## config.mk

```make
export PLATFORM = sky130hd
export DESIGN_NAME = auth_cmd_rx
export DESIGN_NICKNAME = d
export VERILOG_FILES = /design/src/rtl/segway_cmd_pkg.sv /design/src/rtl/uart_rx_core.sv /design/src/rtl/auth_cmd_rx.sv
export SDC_FILE = /design/constraint.sdc
export NUM_CORES = 1
export LEC_CHECK = 0
export BUFFER_PORTS_ARGS = -buffer_cell sky130_fd_sc_hd__buf_2
export CAP_MARGIN = 25
export CORE_MARGIN = 5
export CORE_UTILIZATION = 65
export CTS_BUF_LIST = sky130_fd_sc_hd__clkbuf_8
export DETAILED_ROUTE_END_ITERATION = 16
export PLACE_DENSITY_LB_ADDON = 0.2
export REMOVE_ABC_BUFFERS = 1
export SLEW_MARGIN = 20
export SYNTH_ARGS = -nofsm -noshare
export SYNTH_HDL_FRONTEND = slang
export SYNTH_HIERARCHICAL = 1
export SYNTH_SLANG_ARGS = --single-unit
```

## constraint.sdc

```tcl
create_clock -name clk -period 3.5 [get_ports clk]
set_input_delay 0 -clock clk [delete_from_list [all_inputs] [get_ports clk]]
set_output_delay 0 -clock clk [all_outputs]
set_load 0.03 [all_outputs]
```

## src/rtl/segway_cmd_pkg.sv

```systemverilog
// segway_cmd_pkg: command byte codes and state encodings shared by the rider command receiver.
package segway_cmd_pkg;
    localparam logic [7:0] CMD_START = 8'h47;
    localparam logic [7:0] CMD_STOP  = 8'h53;
    typedef enum logic [1:0] {RX_IDLE, RX_START, RX_DATA, RX_STOP} rx_state_t;
    typedef enum logic [1:0] {AUTH_OFF, AUTH_PWR1, AUTH_PWR2} auth_state_t;
endpackage

```

## src/rtl/uart_rx_core.sv

```systemverilog
// uart_rx_core: 8N1 receiver with 2-flop input synchronizer; AUTH_FRAME_CHECK_EN drops frames with a bad stop bit.
module uart_rx_core
    import segway_cmd_pkg::*;
#(
    parameter int BAUD_DIV = 5208
) (
    input  logic       clk,
    input  logic       rst_n,
    input  logic       rx,
    output logic       rdy,
    output logic [7:0] rx_data,
    output logic       frm_err
);
    localparam int CW = $clog2(BAUD_DIV);
    localparam logic [CW-1:0] FULL = CW'(BAUD_DIV - 1);
    localparam logic [CW-1:0] HALF = CW'(BAUD_DIV / 2 - 1);
    rx_state_t     state;
    logic [2:0]    sync;
    logic [CW-1:0] baud;
    logic [3:0]    bits;
    logic [7:0]    shreg;
    logic          rx_s;
    logic          fall;
    // sync[1] is the synchronized line, sync[2] its previous value for edge detection
    assign rx_s    = sync[1];
    assign fall    = sync[2] & ~sync[1];
    assign rx_data = shreg;
    always_ff @(posedge clk) begin
        if (!rst_n) begin
            sync    <= 3'b111;
            state   <= RX_IDLE;
            baud    <= '0;
            bits    <= '0;
            shreg   <= '0;
            rdy     <= 1'b0;
            frm_err <= 1'b0;
        end else begin
            sync    <= {sync[1:0], rx};
            rdy     <= 1'b0;
            frm_err <= 1'b0;
            baud    <= baud + 1'b1;
            case (state)
                RX_IDLE: if (fall) begin
                    state <= RX_START;
                    baud  <= '0;
                    bits  <= '0;
                end
                RX_START: if (baud == HALF) begin
                    state <= rx_s ? RX_IDLE : RX_DATA;
                    baud  <= '0;
                    bits  <= '0;
                end
                RX_DATA: if (baud == FULL) begin
                    shreg <= {rx_s, shreg[7:1]};
                    baud  <= '0;
                    bits  <= (bits == 4'd7) ? 4'd0 : bits + 4'd1;
                    state <= (bits == 4'd7) ? RX_STOP : RX_DATA;
                end
                RX_STOP: if (baud == FULL) begin
                    state <= RX_IDLE;
                    baud  <= '0;
                    bits  <= '0;
`ifdef AUTH_FRAME_CHECK_EN
                    rdy     <= rx_s;
                    frm_err <= ~rx_s;
`else
                    rdy     <= 1'b1;
`endif
                end
                default: state <= RX_IDLE;
            endcase
        end
    end
endmodule

```

## src/rtl/auth_cmd_rx.sv

```systemverilog
// auth_cmd_rx: decodes 'G'/'S' rider commands into the pwr_up enable; frm_err is live only with AUTH_FRAME_CHECK_EN.
module auth_cmd_rx
    import segway_cmd_pkg::*;
#(
    parameter int BAUD_DIV = 5208
) (
    input  logic       clk,
    input  logic       rst_n,
    input  logic       RX,
    input  logic       rider_off,
    output logic       pwr_up,
    output logic       cmd_valid,
    output logic [7:0] cmd_byte,
    output logic       frm_err
);
    auth_state_t state;
    auth_state_t nxt;
    logic        rdy;
    logic        core_err;
    logic [7:0]  rx_data;
    uart_rx_core #(.BAUD_DIV(BAUD_DIV)) u_rx (
        .clk     (clk),
        .rst_n   (rst_n),
        .rx      (RX),
        .rdy     (rdy),
        .rx_data (rx_data),
        .frm_err (core_err)
    );
    // rider_off leaving PWR2 outranks any byte arriving in the same cycle
    always_comb begin
        nxt = (state == AUTH_PWR2 && rider_off) ? AUTH_OFF :
              !cmd_valid ? state :
              (state == AUTH_OFF && cmd_byte == CMD_START) ? AUTH_PWR1 :
              (state == AUTH_PWR1 && cmd_byte == CMD_STOP) ? (rider_off ? AUTH_OFF : AUTH_PWR2) :
              (state == AUTH_PWR2 && cmd_byte == CMD_START) ? AUTH_PWR1 : state;
    end
    always_ff @(posedge clk) begin
        if (!rst_n) begin
            state     <= AUTH_OFF;
            pwr_up    <= 1'b0;
            cmd_valid <= 1'b0;
            cmd_byte  <= 8'h00;
            frm_err   <= 1'b0;
        end else begin
            state     <= nxt;
            pwr_up    <= (nxt != AUTH_OFF);
            cmd_valid <= rdy;
            frm_err   <= core_err;
            if (rdy) cmd_byte <= rx_data;
        end
    end
endmodule

```

==> results by group, run 1 <==
Floorplanning
  – Num rows: 20
  – DIE WIDTH: 66.0 microns
  – Die Span Y: 66.0 microns
  – Initial Util: 67.2%
  – Core Area: 3030 sq um
  – IO Pins: 15
  – Die area: 4350 sq um

Synthesis
  – Synth Instances: 209
  – FF+latch count, synth: 44
  – Synth unique cells: 48
  – Register area share after synthesis: a little over two fifths
  – Dominant cell type by area after synthesis: dfxtp_1
  – Avg Inst Size Synth: 9.74 sq um
  – Synth area leaders: dfxtp_1 (43%), nor3b_1 (5.5%), mux2i_1 (4.4%), nor2b_1 (3.7%), nand2_1 (3.5%)
  – Most used DFF post-synth: dfxtp_1
  – Cell Area, Synth: 2040 sq um
  – Yosys warns: 6
  – Ys async rst share: 0%
  – Share of the synthesized area in the top cell type: 43.3%
  – EDFF count, synth: 0

Route
  – Met3 wire len: about 170 microns
  – Pre-antenna DRT Iters: 4
  – Vias/cell: 5.86
  – Top Layer Used: met4
  – Drt wl/cell: 14.7 microns
  – DRC violations left: 0
  – 1st-iter DRT viols: 89
  – Routed Antenna Nets: 0
  – Met2 wire length: 1990 microns
  – Vias: around 1500
  – Post-Route WL: 3860 microns
  – M1 WL: roughly 1700 microns

Timing
  – Final setup viols: 0
  – TNS Setup: 0 ps
  – Slew HR: 29.9%
  – Min Tclk post-route: approximately 2300 ps
  – RSZ-0062 raised after global routing: no
  – Worst Tran Pin Value: 1050 ps
  – Pins Over Slew Limit: 0
  – Worst Clk Skew: around 6.7 ps
  – Fin crit share: 64.9%
  – Final Hold Fails: 0
  – Fmax: about 0.44 GHz

Power and ir drop
  – Tot Pwr: 0.926 mW
  – Power per Cell Area: between 400 and 500 nW/um^2
  – Max VDD drop: 0.245 mV
  – Leakage power: 0.770 nW

Cells and area
  – Most frequent cells in the layout: dfxtp_1 (44), nand2_1 (19), nor3b_1 (15), buf_2 (14), nand3_1 (13)
  – Commonest non-fill, non-tap cell in the layout: dfxtp_1
  – Final Cell Area: approximately 2200 sq um
  – Share of layout cells above drive strength 1: 13.8%
  – Number of fill cells: 229
  – Fin nets: around 220
  – Synth-to-layout area growth: 8.73%
  – Diode count: 0

Critical path
  – Worst Path Arrival: 2450 ps
  – WP data required: ~3700 ps
  – CP Launch Type: register
  – Reg2reg path depth: 4
  – Crit. End Element: register
  – Max FO, Critical Path: 15
  – Critical path class: register to register

Placed design
  – Hpwl dp: 2650 microns
  – Dpl cell area: 2090 sq um
  – I/O Buffers: 14
  – GP Congestion: just under 0.8

Global route
  – Total Routing Usage GR: about 19%
  – Total gr overflow: 0
  – Largest net degree at the start of global routing: 47
  – Vias in the first global route: 1456
  – Initial antenna violation count: 0
  – First-pass GRT wire length: 6570 microns

Flow run
  – Maxcap violations: 0

CTS
  – Htree depth: 2
  – Sink Count: 44
  – Total CTS buffers: 5
  – Worst-Skew Late Latency: approximately 290 ps
  – CTS tree: built
  – Clk buf depth: 2
  – Worst-path clk slew: 80 ps
  – CTS root buffer: clkbuf_8

Status
  – Status: finished clean

Worst hold path
  – Cell depth of the worst hold path: 4
  – Worst Hold Class: primary input to register
[state kept, by name (all words and copies together) (netlist names), named ones only]
signal	cells
cmd_byte	8
cmd_valid	1
frm_err	1
pwr_up	1
state	2
u_rx/baud	13
u_rx/bits	4
u_rx/rdy	1
u_rx/rx_data	8
u_rx/state	1
u_rx/sync	3
[layout make-up]
type                            count  area (sq um)  share of cell area (%)
Sequential cell                    44           881                    39.8
Multi-Input combinational cell    148          1070                    48.4
Clock buffer                        5          68.8                    3.11
Tap cell                           44          55.1                    2.49
Timing Repair Buffer               15          80.1                    3.62
Clock inverter                      3          46.3                    2.09
Inverter                            3          11.3                   0.509
[synth_stat cells, drive strengths merged (3+ instances only)]
library cell	count
dfxtp	44
nand2	19
nor3b	15
nand3	13
nor2b	12
a21boi	9
mux2i	9
nand4	8
buf	7
clkbuf	7
xor2	6
xnor2	5
and2	4
nor4b	4
and4b	3
inv	3
nand2b	3
nand3b	3
nor2	3
nor3	3
[per-layer routing]
metal / up-vias / GRT usage (%)
li1: 765 / -
met1: 733 / 22.6
met3: 2 / 5.61
met2: 36 / 34.4
met5: - / 0
met4: 0 / 6.09
[cell families (layout without fill, tap and decap cells)]
logic type | count (synthesis) | count (layout) | share of synthesized area [%]
AO/OA/AOI/OAI | 22 | 22 | 8.60
XOR/XNOR | 11 | 11 | 4.73
adder cells (fa/ha/maj) | 2 | 2 | 1.23
buffers and inverters | 17 | 26 | 4.12
flip-flops | 44 | 44 | 43.3
multiplexers | 9 | 9 | 4.43
other | 1 | 1 | 0.184
AND/OR/NAND/NOR | 103 | 103 | 33.4
[final timing paths]
check                                             start                           end  slack [ps]
worst max register to register                 register  u_rx/rx_data[4]$_SDFFE_PN0P_        1230
worst min-delay path                          rider_off           state[1]$_SDFF_PN0_          20
worst max-delay path                           register  u_rx/rx_data[4]$_SDFFE_PN0P_        1230
worst min register to register  u_rx/sync[0]$_SDFF_PN1_       u_rx/sync[1]$_SDFF_PN1_         420
[stage by stage]
stage / std cells / setup slack (ps) / hold WS, ps / util [%]
CTS: 262 / 1270 / 13.1 / 73.1
floorplan: 195 / 1760 / 73.0 / -
finish: 262 / 1230 / 23.5 / 73.1
detailed placement: 253 / 1330 / 184 / 69.0
global placement: 253 / 1420 / 184 / 69.0
global route: 262 / 1070 / 34.6 / 73.1
[repair_timing]
action                                 in CTS  in global routing
endpoints found under the hold margin       1                  0
hold buffers                                1                  0
setup endpoints to repair                   0                  0
setup buffers                               0                  0
resized for setup                           0                  0
[critical path, cell delays in order (launching register included)]
cell      delay [ps]
dfxtp_1          470
nor2b_1          870
nand4_1          510
nand2_1          210
a21boi_0          90
[power breakdown]
group          internal [mW]  switching [mW]
Sequential             0.506         0.00430
Clock                  0.215           0.173
Combinational         0.0134          0.0154
Power figures use the tool's default switching activity.
==> inputs of run 2 (changes only) <==
- CORE_UTILIZATION: 65 -> 56
- clock period: 3.5 -> 1.87 ns (I/O delays scaled with it)
==> run 2 against run 1 <==
First-iteration DRC count decreased by 30%. Sequential share of layout area decreased by 0.94 points. Clock-buffer cell count is 1 higher. Critical endpoint is now u_rx/bits[3]$_SDFFE_PN0P_. Worst setup slack got worse by 1100 ps. Routed wire length increased by 2.3%. Non-clock buffer count grew 5. Largest power group unchanged. Critical path type unchanged. Sequential cell count unchanged. Core utilization decreased by 9.7 points. Register-to-register slack worse by 1100 ps. Hold slack better by 3.0 ps. Sequential power grew 87%. Largest cell class unchanged. Combinational power grew 110%.
==> results by group, run 2 (same netlist as run 1, synthesis figures left out) <==
Timing
  – Pins Over Slew Limit: 0 (unchanged)
  – Final setup viols: 0 (unchanged)
  – Worst Tran Pin Value: 512 ps (-536 ps)
  – Fmax: 0.567 GHz (+29%)
  – Final Hold Fails: 0 (unchanged)
  – Slew HR: 65.8% (+36 points)
  – Min Tclk post-route: 1760 ps (-509 ps)
  – TNS Setup: 0 ps (unchanged)
  – Fin crit share: 94.3% (+29 points)
  – RSZ-0062 raised after global routing: no
  – Worst Clk Skew: 7.33 ps (+0.650 ps)

Cells and area
  – Commonest non-fill, non-tap cell in the layout: dfxtp_1
  – Most flops, register: u_rx/baud
  – Diode count: 0 (unchanged)
  – Number of fill cells: 317 (+38%)
  – Max reg flops: 13 (unchanged)
  – Most frequent cells in the layout: dfxtp_1 (44), nand2_1 (19), nor3b_1 (15), buf_2 (14), nand3_1 (13)
  – Share of layout cells above drive strength 1: 15.7% (+1.9 points)
  – Fin nets: 228 (+2.2%)
  – Synth-to-layout area growth: 11.4%

CTS
  – # Post-CTS Setup Buffers: 0 (unchanged)
  – Total CTS buffers: 5 (unchanged)
  – Worst-path clk slew: 80 ps (about the same)
  – Worst-Skew Late Latency: 300 ps (about the same)
  – CTS root buffer: clkbuf_8
  – Sink Count: 44 (unchanged)
  – Clk buf depth: 2 (unchanged)
  – CTS tree: built
  – Htree depth: 2 (unchanged)

Route
  – Post-Route WL: 3950 microns (+2.3%)
  – Drt wl/cell: 14.6 microns (-1.1%)
  – 1st-iter DRT viols: 62 (-30%)
  – Vias: 1558 (+1.4%)
  – Pre-antenna DRT Iters: 4 (unchanged)
  – DRC violations left: 0 (unchanged)
  – Vias/cell: 5.75 (-1.9%)
  – Routed Antenna Nets: 0 (unchanged)

Floorplanning
  – DIE WIDTH: 70.3 microns (+6.6%)
  – Initial Util: 56.9% (-10 points)
  – IO Pins: 15 (unchanged)
  – Die Span Y: 70.3 microns (+6.6%)
  – Core Area: 3580 sq um (+18%)
  – Die area: 4940 sq um (+14%)
  – Num rows: 22 (+10%)

Global route
  – Largest net degree at the start of global routing: 33 (-30%)
  – First-pass GRT wire length: 6930 microns (+5.5%)
  – Initial antenna violation count: 0 (unchanged)
  – Vias in the first global route: 1518 (+4.3%)
  – Total gr overflow: 0 (unchanged)
  – Total Routing Usage GR: 17.5% (-2.0 points)

Placed design
  – GP Congestion: 0.861 (+11%)
  – Hpwl dp: 2760 microns (+4.1%)
  – I/O Buffers: 14 (unchanged)

Worst hold path
  – Hold_sp: rider_off
  – Hold EP: state[1]$_SDFF_PN0_
  – Cell depth of the worst hold path: 4 (unchanged)
  – Worst Hold Class: primary input to register

Critical path
  – Critical path class: register to register
  – CP Cell Sequence: nor4b_4 -> nand4b_4 -> or4_1 -> a31oi_1
  – Delay-heaviest family, CP: simple AND/OR/NAND/NOR gates
  – Crit. End Element: register
  – Crit path buf inv count: 0 (unchanged)
  – Max incr delay on CP: 530 ps (-340 ps)
  – Max FO, Critical Path: 9 (-6)
  – R2R Path Start: u_rx/baud[3]$_SDFF_PN0_
  – Worst Path Arrival: 1990 ps (-460 ps)
  – CP Launch Type: register
  – Slowest-stage cell, CP: or4_1
  – Reg2reg path depth: 4 (unchanged)
  – R2r setup slk: 110 ps (-1120 ps)
  – WP data required: 2090 ps (-1590 ps)
  – R2R Path End: u_rx/bits[3]$_SDFFE_PN0P_

Power and ir drop
  – Max VDD drop: 0.517 mV (+110%)
  – Power per Cell Area: 711 nW/um^2 (+70%)
  – Tot Pwr: 1.61 mW (+74%)
  – Leakage power: 0.807 nW (+4.7%)

Flow run
  – Maxcap violations: 0 (unchanged)

Status
  – Status: finished clean
## run 2: worst max-delay path by stage
stage | from | slack (ps) | to | cells past startpoint
floorplan | register | 130 | u_rx/bits[3]$_SDFFE_PN0P_ | 4
global placement | u_rx/baud[0]$_SDFF_PN0_ | 170 | u_rx/bits[3]$_SDFFE_PN0P_ | 5
detailed placement | u_rx/baud[0]$_SDFF_PN0_ | 90 | u_rx/bits[3]$_SDFFE_PN0P_ | 5
CTS | u_rx/baud[0]$_SDFF_PN0_ | 60 | u_rx/bits[3]$_SDFFE_PN0P_ | 5
global route | u_rx/baud[0]$_SDFF_PN0_ | 10 | u_rx/bits[3]$_SDFFE_PN0P_ | 5
finish | u_rx/baud[3]$_SDFF_PN0_ | 110 | u_rx/bits[3]$_SDFFE_PN0P_ | 4
## run 2: routing by layer
metal	part of all wire, %	global-route usage, %	up-vias
met5	0	0	-
li1	-	-	781
met3	3.6	5.90	10
met1	44	20.2	741
met4	2.4	7.66	0
met2	50	29.2	26
## run 2: area by class of cell
type / instances / area [sq um] / area share [%]
multi-input cells: 148 / 1090 / 48.1
inverters: 3 / 11.3 / 0.497
flip-flops and latches: 44 / 881 / 38.9
clock buffers: 6 / 82.6 / 3.64
repair buffers: 20 / 130 / 5.74
well taps: 48 / 60.1 / 2.65
clock inverters: 2 / 11.3 / 0.497
## run 2: where the power goes
group / switching (mW) / internal, mW / total [mW]
registers: 0.00823 / 0.946 / 0.955
logic: 0.0303 / 0.0295 / 0.0598
clock network: 0.302 / 0.294 / 0.596
## run 2: metrics by stage
step	instances	instance area, sq um	setup slack [ps]	utilization, %	hold slack, ps
floorplan	195	1960	133	-	73.0
global placement	262	2140	165	59.9	185
detailed placement	262	2140	94.4	59.9	196
CTS	271	2250	64.0	62.8	11.4
global route	271	2270	13.9	63.4	38.0
finish	271	2270	106	63.4	26.5
## run 2: tightest hold or removal path, delay by kind of cell
family / cells / cell delay [ps]
buf+inv: 2 / 140
simple gates: 2 / 150
## run 2: what timing repair did
action | 4_1_cts | 5_1_grt
hold buffers | 1 | 0
endpoints found under the hold margin | 1 | 0
resized for setup | 0 | 3
setup endpoints to repair | 0 | 1
==> inputs of run 3 (changes only) <==
- CORE_UTILIZATION: 56 -> 35
==> run 3 against run 2 <==
Die area grew 51%. Clock power grew 3%. Critical path depth grew 1. Final cell count grew 11%.
==> results by group, run 3 (same netlist as run 1, synthesis figures left out) <==
Status
  – Status: finished clean

CTS
  – Sink Count: 44 (unchanged)
  – Total CTS buffers: 5 (unchanged)
  – Worst-Skew Late Latency: 290 ps (about the same)
  – Htree depth: 2 (unchanged)
  – Clk buf depth: 2 (unchanged)
  – Worst-path clk slew: 80 ps (about the same)
  – CTS tree: built
  – CTS root buffer: clkbuf_8

Route
  – Vias: 1517 (-2.6%)
  – Post-Route WL: 4070 microns (+3.2%)
  – DRC violations left: 0 (unchanged)
  – Vias/cell: 5.04 (-12%)
  – Drt wl/cell: 13.5 microns (-7.1%)
  – 1st-iter DRT viols: 40 (-35%)
  – Routed Antenna Nets: 0 (unchanged)
  – Pre-antenna DRT Iters: 4 (unchanged)

Power and ir drop
  – Leakage power: 0.839 nW (+4.0%)
  – Power per Cell Area: 697 nW/um^2 (-1.9%)
  – Max VDD drop: 0.364 mV (-30%)

Cells and area
  – Post-route insts no fill: 301 (+11%)
  – Final Cell Area: 2340 sq um (+3.3%)
  – Number of fill cells: 568 (+79%)
  – Fin nets: 234 (+2.6%)
  – Most frequent cells in the layout: dfxtp_1 (44), nand2_1 (19), nor3b_1 (15), buf_2 (14), nand3_1 (13)
  – Synth-to-layout area growth: 15.1%
  – Max reg flops: 13 (unchanged)
  – Multi-input combinational cell area: 1090 sq um (unchanged)
  – Most flops, register: u_rx/baud
  – Diode count: 0 (unchanged)
  – Seq. cell area: 881 sq um (unchanged)
  – Share of layout cells above drive strength 1: 17.9% (+2.2 points)
  – Commonest non-fill, non-tap cell in the layout: dfxtp_1

Floorplanning
  – Core Area: 5570 sq um (+56%)
  – Die Span Y: 86.3 microns (+23%)
  – Die area: 7440 sq um (+51%)
  – IO Pins: 15 (unchanged)
  – DIE WIDTH: 86.3 microns (+23%)
  – Initial Util: 36.5% (-20 points)
  – Num rows: 27 (+23%)

Global route
  – GR peak layer: met2
  – Largest net degree at the start of global routing: 21 (-36%)
  – Initial antenna violation count: 0 (unchanged)
  – GR Util met1: 14.7% (-5.5 points)
  – Vias in the first global route: 1460 (-3.8%)
  – Total Routing Usage GR: 11.5% (-6.0 points)
  – Total gr overflow: 0 (unchanged)
  – First-pass GRT wire length: 6930 microns (unchanged)
  – M2 GR Usage: 18.7% (-10 points)
  – Grt met3 use: 2.95% (-3.0 points)

Critical path
  – CP Launch Type: register
  – Crit. End Element: register
  – R2r setup slk: 160 ps (+50 ps)
  – Critical path class: register to register
  – R2R Path End: u_rx/bits[3]$_SDFFE_PN0P_
  – Reg2reg path depth: 5 (+1)
  – Max FO, Critical Path: 5 (-4)
  – Worst Path Arrival: 1940 ps (-50 ps)
  – WP data required: 2090 ps (about the same)
  – R2R Path Start: u_rx/baud[0]$_SDFF_PN0_

Placed design
  – Dpl cell area: 2220 sq um (+3.5%)
  – Placed Cells: 292 (+11%)
  – I/O Buffers: 14 (unchanged)
  – GP Congestion: 0.815 (-5.3%)
  – Hpwl dp: 2860 microns (+3.4%)

Timing
  – Final Hold Fails: 0 (unchanged)
  – Pins Over Slew Limit: 0 (unchanged)
  – TNS Setup: 0 ps (unchanged)
  – Worst Clk Skew: 7.90 ps (+0.561 ps)
  – Final setup viols: 0 (unchanged)
  – Slew HR: 65.2% (-0.56 points)
  – Fin crit share: 91.6% (-2.7 points)
  – Min Tclk post-route: 1710 ps (-50.1 ps)
  – Fmax: 0.584 GHz (+2.9%)
  – Hold slack: 19.9 ps (-6.63 ps)
  – Worst Tran Pin Value: 521 ps (+8.45 ps)

Flow run
  – Maxcap violations: 0 (unchanged)

Worst hold path
  – Worst Hold Class: primary input to register
  – Hold_sp: rst_n
  – Cell depth of the worst hold path: 2 (-2)
  – Hold EP: u_rx/sync[2]$_SDFF_PN1_
## run 3: cell types whose count changed in the layout (fill, tap and decap cells not counted)
cell / previous run / this run
buf_4: 4 / 10
## run 3: metrics by stage
| stage | setup WS [ps] | utilization, % | power, mW |
|---|---|---|---|
| floorplan | 133 | - | 1.01 |
| global placement | 148 | 39.8 | 1.04 |
| detailed placement | 104 | 39.8 | 1.04 |
| CTS | 97.4 | 41.7 | 1.66 |
| global route | -20.4 | 42.0 | 1.70 |
| finish | 156 | 42.0 | 1.63 |
## run 3: layer usage
metal | wire length, microns | vias up
met3 | 185 | 7
li1 | - | 791
met2 | 1810 | 26
met1 | 2030 | 693
met4 | 46 | 0
met5 | 0 | -
## run 3: worst max path at each step
stage	slack (ps)	from	end	cells past startpoint
after floorplan	130	register	u_rx/bits[3]$_SDFFE_PN0P_	4
after global placement	150	u_rx/baud[0]$_SDFF_PN0_	u_rx/bits[3]$_SDFFE_PN0P_	5
after detailed placement	100	u_rx/baud[0]$_SDFF_PN0_	u_rx/bits[3]$_SDFFE_PN0P_	5
after CTS	100	u_rx/baud[0]$_SDFF_PN0_	u_rx/bits[3]$_SDFFE_PN0P_	5
after global routing	-20	u_rx/baud[0]$_SDFF_PN0_	u_rx/bits[3]$_SDFFE_PN0P_	5
final	160	u_rx/baud[0]$_SDFF_PN0_	u_rx/bits[3]$_SDFFE_PN0P_	5
## run 3: worst max-delay path: stages (launching register included)
cell and delay, ps:
dfxtp_1 360, ha_2 230, and2_1 240, nand4b_4 150, or4_1 520, a31oi_1 160
## run 3: what timing repair did
action                                  in CTS  in global routing
buffers inserted                             0                  0
endpoints found under the setup margin       0                  3
endpoints found under the hold margin        1                  0
hold buffers                                 1                  0
gates resized for setup                      0                  3
## run 3: area by class of cell
type / count / area share [%]
inverters: 3 / 0.481
clock buffers: 6 / 3.53
repair buffers: 26 / 7.48
clock inverters: 2 / 0.481
flip-flops and latches: 44 / 37.6
multi-input cells: 148 / 46.6
well taps: 72 / 3.85
## run 3: power breakdown
| part | leakage, nW | internal [mW] | switching [mW] |
|---|---|---|---|
| Combinational | 0.434 | 0.0321 | 0.0310 |
| Sequential | 0.356 | 0.946 | 0.00843 |
| Clock | 0.0486 | 0.295 | 0.320 |
